===== src/rtl/vga_pattern_gen.sv =====
// Test-pattern colour stage behind the 640x480 VGA timing generator.
// Two-stage pipeline; syncs and DE travel with the colour so all outputs stay aligned.
module vga_pattern_gen #(
    parameter int H_ACTIVE = 640,
    parameter int V_ACTIVE = 480,
    parameter int BOX_SIZE = 32,
    parameter int STEP     = 4
) (
    input  logic        clk_i,
    input  logic        rst_i,
    input  logic        hsync_i,
    input  logic        vsync_i,
    input  logic        pix_vld_i,
    input  logic [9:0]  hcnt_i,
    input  logic [9:0]  vcnt_i,
    input  logic [1:0]  mode_i,
    output logic        hsync_o,
    output logic        vsync_o,
    output logic        de_o,
    output logic [11:0] rgb_o
);
    localparam int STAGES = 2;
    localparam logic [10:0] X_LIM = 11'(H_ACTIVE - BOX_SIZE);
    localparam logic [10:0] Y_LIM = 11'(V_ACTIVE - BOX_SIZE);
    localparam logic [10:0] STP   = 11'(STEP);
    localparam logic [10:0] BOX_W = 11'(BOX_SIZE);

    // Returns {dir_neg_next, pos_next}; 11-bit sums so the edge tests never wrap.
    function automatic logic [10:0] bounce(input logic [9:0] pos, input logic neg,
                                           input logic [10:0] lim);
        logic [10:0] p;
        p = {1'b0, pos};
        if (!neg) begin
            if (p + STP >= lim) return {1'b1, lim[9:0]};
            else                return {1'b0, 10'(p + STP)};
        end else begin
            if (p <= STP) return {1'b0, 10'd0};
            else          return {1'b1, 10'(p - STP)};
        end
    endfunction

    logic        vsync_prev, tick;
    logic [1:0]  mode_q;
    logic [9:0]  box_x, box_y;
    logic        dir_x_neg, dir_y_neg;
    logic [10:0] bx_nxt, by_nxt;
    logic        inbox;

    logic [STAGES:1] vld_pipe, hs_pipe, vs_pipe;
    logic [9:0]  x_s1;
    logic        y5_s1;
    logic [1:0]  mode_s1;
    logic        inbox_s1;
    logic [11:0] colour, rgb_q;

    assign tick   = vsync_prev & ~vsync_i;
    assign bx_nxt = bounce(box_x, dir_x_neg, X_LIM);
    assign by_nxt = bounce(box_y, dir_y_neg, Y_LIM);

    always_comb begin
        inbox = ({1'b0, hcnt_i} >= {1'b0, box_x}) && ({1'b0, hcnt_i} < {1'b0, box_x} + BOX_W) &&
                ({1'b0, vcnt_i} >= {1'b0, box_y}) && ({1'b0, vcnt_i} < {1'b0, box_y} + BOX_W);
    end

    // Frame-rate state: mode and box only move on the vsync falling edge.
    always_ff @(posedge clk_i) begin
        if (rst_i) begin
            vsync_prev <= 1'b1;
            mode_q     <= 2'd0;
            box_x      <= '0;
            box_y      <= '0;
            dir_x_neg  <= 1'b0;
            dir_y_neg  <= 1'b0;
        end else begin
            vsync_prev <= vsync_i;
            if (tick) begin
                mode_q    <= mode_i;
                box_x     <= bx_nxt[9:0];
                dir_x_neg <= bx_nxt[10];
                box_y     <= by_nxt[9:0];
                dir_y_neg <= by_nxt[10];
            end
        end
    end

    always_comb begin
        colour = 12'h000;
        case (mode_s1)
            2'd0: begin
                if      (x_s1 < 10'd80)  colour = 12'hFFF;
                else if (x_s1 < 10'd160) colour = 12'hFF0;
                else if (x_s1 < 10'd240) colour = 12'h0FF;
                else if (x_s1 < 10'd320) colour = 12'h0F0;
                else if (x_s1 < 10'd400) colour = 12'hF0F;
                else if (x_s1 < 10'd480) colour = 12'hF00;
                else if (x_s1 < 10'd560) colour = 12'h00F;
                else                     colour = 12'h000;
            end
            2'd1:    colour = (x_s1[5] ^ y5_s1) ? 12'hFFF : 12'h000;
            2'd2:    colour = {3{x_s1[8:5]}};
            default: colour = inbox_s1 ? 12'h0F0 : 12'h008;
        endcase
    end

    // Mode is captured alongside the pixel so a tick never recolours an in-flight pixel.
    always_ff @(posedge clk_i) begin
        if (rst_i) begin
            vld_pipe <= '0;
            hs_pipe  <= '1;
            vs_pipe  <= '1;
            x_s1     <= '0;
            y5_s1    <= 1'b0;
            mode_s1  <= 2'd0;
            inbox_s1 <= 1'b0;
            rgb_q    <= 12'h000;
        end else begin
            vld_pipe <= {vld_pipe[STAGES-1:1], pix_vld_i};
            hs_pipe  <= {hs_pipe[STAGES-1:1], hsync_i};
            vs_pipe  <= {vs_pipe[STAGES-1:1], vsync_i};
            x_s1     <= hcnt_i;
            y5_s1    <= vcnt_i[5];
            mode_s1  <= mode_q;
            inbox_s1 <= inbox;
            rgb_q    <= vld_pipe[1] ? colour : 12'h000;
        end
    end

    assign hsync_o = hs_pipe[STAGES];
    assign vsync_o = vs_pipe[STAGES];
    assign de_o    = vld_pipe[STAGES];
    assign rgb_o   = rgb_q;
endmodule


===== config.mk =====
export PLATFORM = sky130hd
export DESIGN_NAME = vga_pattern_gen
export DESIGN_NICKNAME = d
export VERILOG_FILES = /design/src/rtl/vga_pattern_gen.sv
export SDC_FILE = /design/constraint.sdc
export NUM_CORES = 1
export LEC_CHECK = 0
export BUFFER_PORTS_ARGS = -buffer_cell sky130_fd_sc_hd__buf_2
export CAP_MARGIN = 10
export CELL_PAD_IN_SITES_DETAIL_PLACEMENT = 2
export CELL_PAD_IN_SITES_GLOBAL_PLACEMENT = 2
export CORE_MARGIN = 2
export CORE_UTILIZATION = 38
export CTS_CLUSTER_SIZE = 16
export DETAILED_ROUTE_END_ITERATION = 10
export PLACE_DENSITY = 0.94
export REMOVE_ABC_BUFFERS = 1
export SYNTH_ARGS = -nofsm -noshare
export SYNTH_HDL_FRONTEND = slang
export SYNTH_SLANG_ARGS = --single-unit

===== constraint.sdc =====
create_clock -name clk_i -period 6.4 [get_ports clk_i]
set_input_delay 0.32 -clock clk_i [delete_from_list [all_inputs] [get_ports clk_i]]
set_output_delay 0.32 -clock clk_i [all_outputs]
set_load 0.02 [all_outputs]

After elaboration in Yosys (flattened, before gate mapping):

Index checks and enable logic that the tools add are counted.

* add/subtract/negate cells: 6
* multiply operators: 0
* divide/modulo/power cells: 0
* order comparisons: 15
* equal/unequal tests: 2
* shifts and indexed selects: 0
* mux-type cells: 16
* bitwise logic cells: 4
* reductions and logical operators: 5

Operators by type and width (count)
* two-way mux 12 bit: 7
* two-way mux 11 bit: 6
* case mux 12 bit (3 select lines): 1
* < comparator 10 x 9 -> 1 bit, second input constant: 3
* adder 10 x 3 -> 11 bit, second input constant: 2
* adder 10 x 6 -> 11 bit, second input constant: 2
* < comparator 10 x 11 -> 1 bit: 2
* >= comparator 10 bit: 2
* less-or-equal comparator 10 x 3 -> 1 bit, second input constant: 2
* < comparator 10 x 8 -> 1 bit, second input constant: 2
* subtractor 10 x 3 -> 10 bit, second input constant: 2
* >= comparator 11 x 10 -> 1 bit, second input constant: 1
* >= comparator 11 x 9 -> 1 bit, second input constant: 1
* < comparator 10 bit, second input constant: 1
* < comparator 10 x 7 -> 1 bit, second input constant: 1
* two-way mux 8 bit: 1
* two-way mux 4 bit: 1
* logical AND 1 bit: 3
* equality test 2 x 1 -> 1 bit, second input constant: 1
* equality test 2 bit, second input constant: 1
* logical NOT 2 bit: 1
* NOT 1 bit: 2
* OR reduction 2 bit: 1
* AND 1 bit: 1
* bitwise XOR 1 bit: 1

* flip-flop bits (word level): 57
* latch bits: 0
* RAM bits: 0
* ROM bits: 0
* bits of input ports: 27
* output and inout port bits: 15
* logic and storage cells: 62
* memories: 0

Longest topological paths before layout:

* depth after elaboration: 9
* depth in mapped cells: 10
* mapped depth without buffers: 9

Worst setup path after synthesis:

No wires, ideal clock.

* path type: register to register
* from: register box_y[5]
* to: register inbox_s1
* library setup time: 0.061 ns
* arrival time: 1.972 ns
* required time: 6.339 ns
* slack: 4.366 ns
* cell stages (with the launch flop): 9
* buffers on the path: 0
* clock period less this slack: 2.034 ns
* cells stage by stage: dfxtp_1 > ha_1 > xnor2_1 > ha_1 > a21o_1 > a211oi_1 > a21oi_1 > a2111oi_0 > and4b_1

* cells in the longest elaborated chain, start to end: 3
* elaborated cells between the ends (all ways): 5
* classes of those cells: add/sub: 1; order compare: 2; reduce/logical: 2

RTL lines
* start: declaration: line 44 `logic [9:0] box_x, box_y;`
* start signal: assignment: line 80 `box_y <= by_nxt[9:0];`
* adder 10 x 6 -> 11 bit or >= comparator 10 bit (tied branches): line 62 `({1'b0, vcnt_i} >= {1'b0, box_y}) && ({1'b0, vcnt_i} < {1'b0, box_y} + BOX_W);`
* < comparator 10 x 11 -> 1 bit or logical AND 1 bit (tied branches): line 62, 61
* logical AND 1 bit (*): line 62
* end signal: assignment: line 123 `inbox_s1 <= inbox;`
* end: declaration: line 53 `logic inbox_s1;`

Every way passes the cells marked *; elsewhere a longest branch is shown, timed or not.
A chain may end at the register's enable or synchronous reset.

Worst setup path in the final report:

* from: register box_x[5]
* to: register box_x[5]

* cells in the longest elaborated chain, start to end: 4
* elaborated cells between the ends (all ways): 7
* classes of those cells: add/sub: 2; order compare: 2; mux: 3

RTL lines
* start: declaration: line 44
* start signal: assignment: line 78 `box_x <= bx_nxt[9:0];`
* adder 10 x 3 -> 11 bit: line 35 `else return {1'b0, 10'(p + STP)};`
* >= comparator 11 x 10 -> 1 bit: line 34 `if (p + STP >= lim) return {1'b1, lim[9:0]};`
* two-way mux 11 bit: line 34
* two-way mux 11 bit (*): line 33 `if (!neg) begin`

Marks and branches as above.

==> impl_metrics.env <==
export IMPL_cts_tree="yes"
export IMPL_ys_warn_count=0
export IMPL_die_w_um=96.8
export IMPL_path_max_fanout=16
export IMPL_coreArea_um2=8300
export IMPL_maxCapViolCount=0
export IMPL_core_rowCount=33
export IMPL_die_y_um=96.8
export IMPL_cp_data_arrival_time_ps=3030
export IMPL_ys_ff_latch=48
export IMPL_r2r_start="box_x[5]"
export IMPL_reg2reg_slack_ps=3570
export IMPL_register_area_um2=961
export IMPL_drtAntennaViolNets=0
export IMPL_grt_pass1_wl_um=18900
export IMPL_numPortBuffers=37
export IMPL_crit_path_end_kind="register"
export IMPL_grt_pass1_vias=3484
export IMPL_hp_class="in -> reg"
export IMPL_ys_seq_area_share_pct=29.4
export IMPL_io_pins=42
export IMPL_multi_input_area_um2=2060
export IMPL_setup_violations=0
export IMPL_drive_above_1_share_pct=14.3
export IMPL_setup_worst_path_class="reg -> reg"
export IMPL_yosys_most_used_dff="dfxtp_1"
export IMPL_power_density_nw_per_um2=211
export IMPL_clock_sinks=48
export IMPL_hpwl_um=7670
export IMPL_wl_per_cell_um=21.8
export IMPL_cts_resized=0
export IMPL_startpoint_type="register"
export IMPL_tightest_slew_ps=732
export IMPL_hp_start="hsync_i"
export IMPL_finalClockSkew_ps=11.4
export IMPL_vias=3090
export IMPL_slew_headroom_pct=51.2
export IMPL_cts_setup_buffers=0
export IMPL_viasPerCell=6.04
export IMPL_clockBufferDepth=2
export IMPL_n_fill_cell=937
export IMPL_setup_tns_ps=0
export IMPL_netlist_cell_type_count=59
export IMPL_track_usage_pct=24.5
export IMPL_first_iter_violations=135
export IMPL_p_leak_nw=1.37
export IMPL_synth_cells=383
export IMPL_syn_area_um2=3270
export IMPL_clockRootBuffer="clkbuf_8"
export IMPL_run_status="finished, final reports clean"
export IMPL_syn_area_per_cell_um2=8.55
export IMPL_min_period_ps=2830
export IMPL_rsz0062_at_grt="false"
export IMPL_finalCritPeriodShare_pct=44.3
export IMPL_firstDrtPassIters=5
export IMPL_antenna_found_initial=0
export IMPL_synth_edf_count=0
export IMPL_grt_max_degree=38
export IMPL_antennaDiodeCount=0
export IMPL_cts_hold_buf=0
export IMPL_initial_core_util_pct=39.4
export IMPL_grt_ovfl_total=0
export IMPL_place_congestion=0.832
export IMPL_whs_ps=194
export IMPL_clock_latency_ps=320
export IMPL_drc_errors=0
export IMPL_required_ps=6590
export IMPL_numCtsBuffers=5
export IMPL_timing_fmax_mhz=353
export IMPL_finalHoldViolCount=0
export IMPL_worstReg2RegEnd="box_x[5]"
export IMPL_synthArstFlopShare_pct=0
export IMPL_path_clk_slew_ps=100
export IMPL_dieArea_um2=9370
export IMPL_crit_end="box_x[5]"
export IMPL_syn2layout_area_growth_pct=8.64
export IMPL_ir_drop_v=0.0000782
export IMPL_maxSlewViolCount=0
export IMPL_crit_start="box_x[5]"
export IMPL_ctsHtreeMaxLevel=2
export IMPL_reg2regPathDepth=7
export IMPL_routed_wl_um=11200
export IMPL_nNetsFinal=469
through the flow:
step	worst slack [ps]	util [%]	area [µm²]	std cells	power (mW)
floorplan	4230	-	3090	361	0.421
global placement	3960	41.2	3420	504	0.459
detailed placement	3800	41.2	3420	504	0.474
CTS	3580	42.8	3560	512	0.757
global route	3350	42.8	3560	512	0.794
finish	3570	42.8	3560	512	0.752
cell usage after synthesis (all sizes together) (2+ instances only):
cell | count | area, µm²
nor2 | 22 | 82.6
inv | 20 | 75.1
a21o | 2 | 15.0
o2111ai | 2 | 17.5
a21oi | 39 | 195
dfxtp | 48 | 961
nor3 | 5 | 25.0
o21ai | 18 | 90.1
xnor2 | 14 | 123
nor2b | 14 | 87.6
or4 | 2 | 22.5
nand4 | 5 | 31.3
o211ai | 7 | 52.6
o21a | 7 | 52.6
a2111oi | 4 | 35.0
clkbuf | 16 | 130
buf | 5 | 40.0
o21bai | 2 | 15.0
o32ai | 2 | 17.5
nor4 | 5 | 31.3
nand2b | 8 | 50.1
and3 | 4 | 26.3
nand2 | 25 | 93.8
nand3b | 2 | 15.0
a31oi | 2 | 12.5
or2 | 5 | 31.3
a22oi | 3 | 22.5
o22ai | 3 | 18.8
a211oi | 8 | 60.1
or3 | 3 | 18.8
ha | 36 | 450
o31ai | 4 | 43.8
o41ai | 2 | 36.3
a311oi | 5 | 43.8
nor4b | 2 | 17.5
mux2i | 3 | 30.0
a221o | 2 | 20.0
nand3 | 14 | 70.1
flip-flops by register name, indices dropped and copies added, names as in the netlist, 2 cells and up:
| register | cells |
|---|---|
| mode_q | 2 |
| mode_s1 | 2 |
| vld_pipe | 2 |
| hs_pipe | 2 |
| vs_pipe | 2 |
| box_y | 8 |
| box_x | 8 |
| rgb_o | 12 |
| x_s1 | 6 |
kinds of logic after synthesis:
kind of cell,Yosys count,share of synthesized area [%]
buf+inv,42,7.76
fa+ha+maj,36,13.8
simple gates,119,19.2
xor+xnor,14,3.75
compound gates,121,25.3
mux,3,0.917
flops,48,29.4
metal layers:
| layer | share of wire, % | GRT usage, % |
|---|---|---|
| met4 | 1.8 | 7.26 |
| met3 | 3.3 | 3.61 |
| met2 | 53 | 44.7 |
| met1 | 42 | 29.7 |
| met5 | 0 | 0 |
worst min path at each step:
stage	endpoint	slack [ps]	cells after the start
2_1_floorplan	box_x[2]	390	1
3_3_place_gp	hs_pipe[2]	390	1
3_5_place_dp	hs_pipe[2]	400	1
4_1_cts	hs_pipe[1]	190	2
5_1_grt	hs_pipe[1]	190	2
6_report	hs_pipe[1]	190	2
area by class of cell:
class                      count  area share (%)
multi-input combinational    293            57.9
clock inverter                 3            1.94
clock buffer                   5            1.94
timing repair buffer          38            5.42
tap                          105            3.69
sequential                    48            27.0
inverter                      20            2.11
worst max-delay path, cell delays in order, from the launching register on:
cell and delay [ps]:
dfxtp_1 760, ha_1 330, nand3_1 190, or3_1 400
o21a_1 160, a31o_2 280, nand2b_1 190, a311oi_1 400
where the power goes:
| group | switching [mW] | internal (mW) | total [mW] |
|---|---|---|---|
| Clock | 0.122 | 0.158 | 0.279 |
| Sequential | 0.0205 | 0.312 | 0.332 |
| Combinational | 0.0849 | 0.0558 | 0.141 |
placed cells by master, fill, tap and decap left out, drive strengths merged, types with 3 or more instances in the layout:
cell type | netlist | routed
nor2b | 14 | 14
nand3 | 14 | 14
and3 | 4 | 4
buf | 5 | 38
a22oi | 3 | 3
ha | 36 | 36
a2111oi | 4 | 4
or3 | 3 | 3
nand2b | 8 | 8
nor4 | 5 | 5
o22ai | 3 | 3
xnor2 | 14 | 14
mux2i | 3 | 3
o31ai | 4 | 4
dfxtp | 48 | 48
a311oi | 5 | 5
o211ai | 7 | 7
a211oi | 8 | 8
o21ai | 18 | 18
clkbuf | 16 | 5
nand2 | 25 | 25
inv | 20 | 21
o21a | 7 | 7
nor2 | 22 | 22
nor3 | 5 | 5
a21oi | 39 | 39
nand4 | 5 | 5
or2 | 5 | 5
Note: power is estimated with default switching activity, not from simulation.
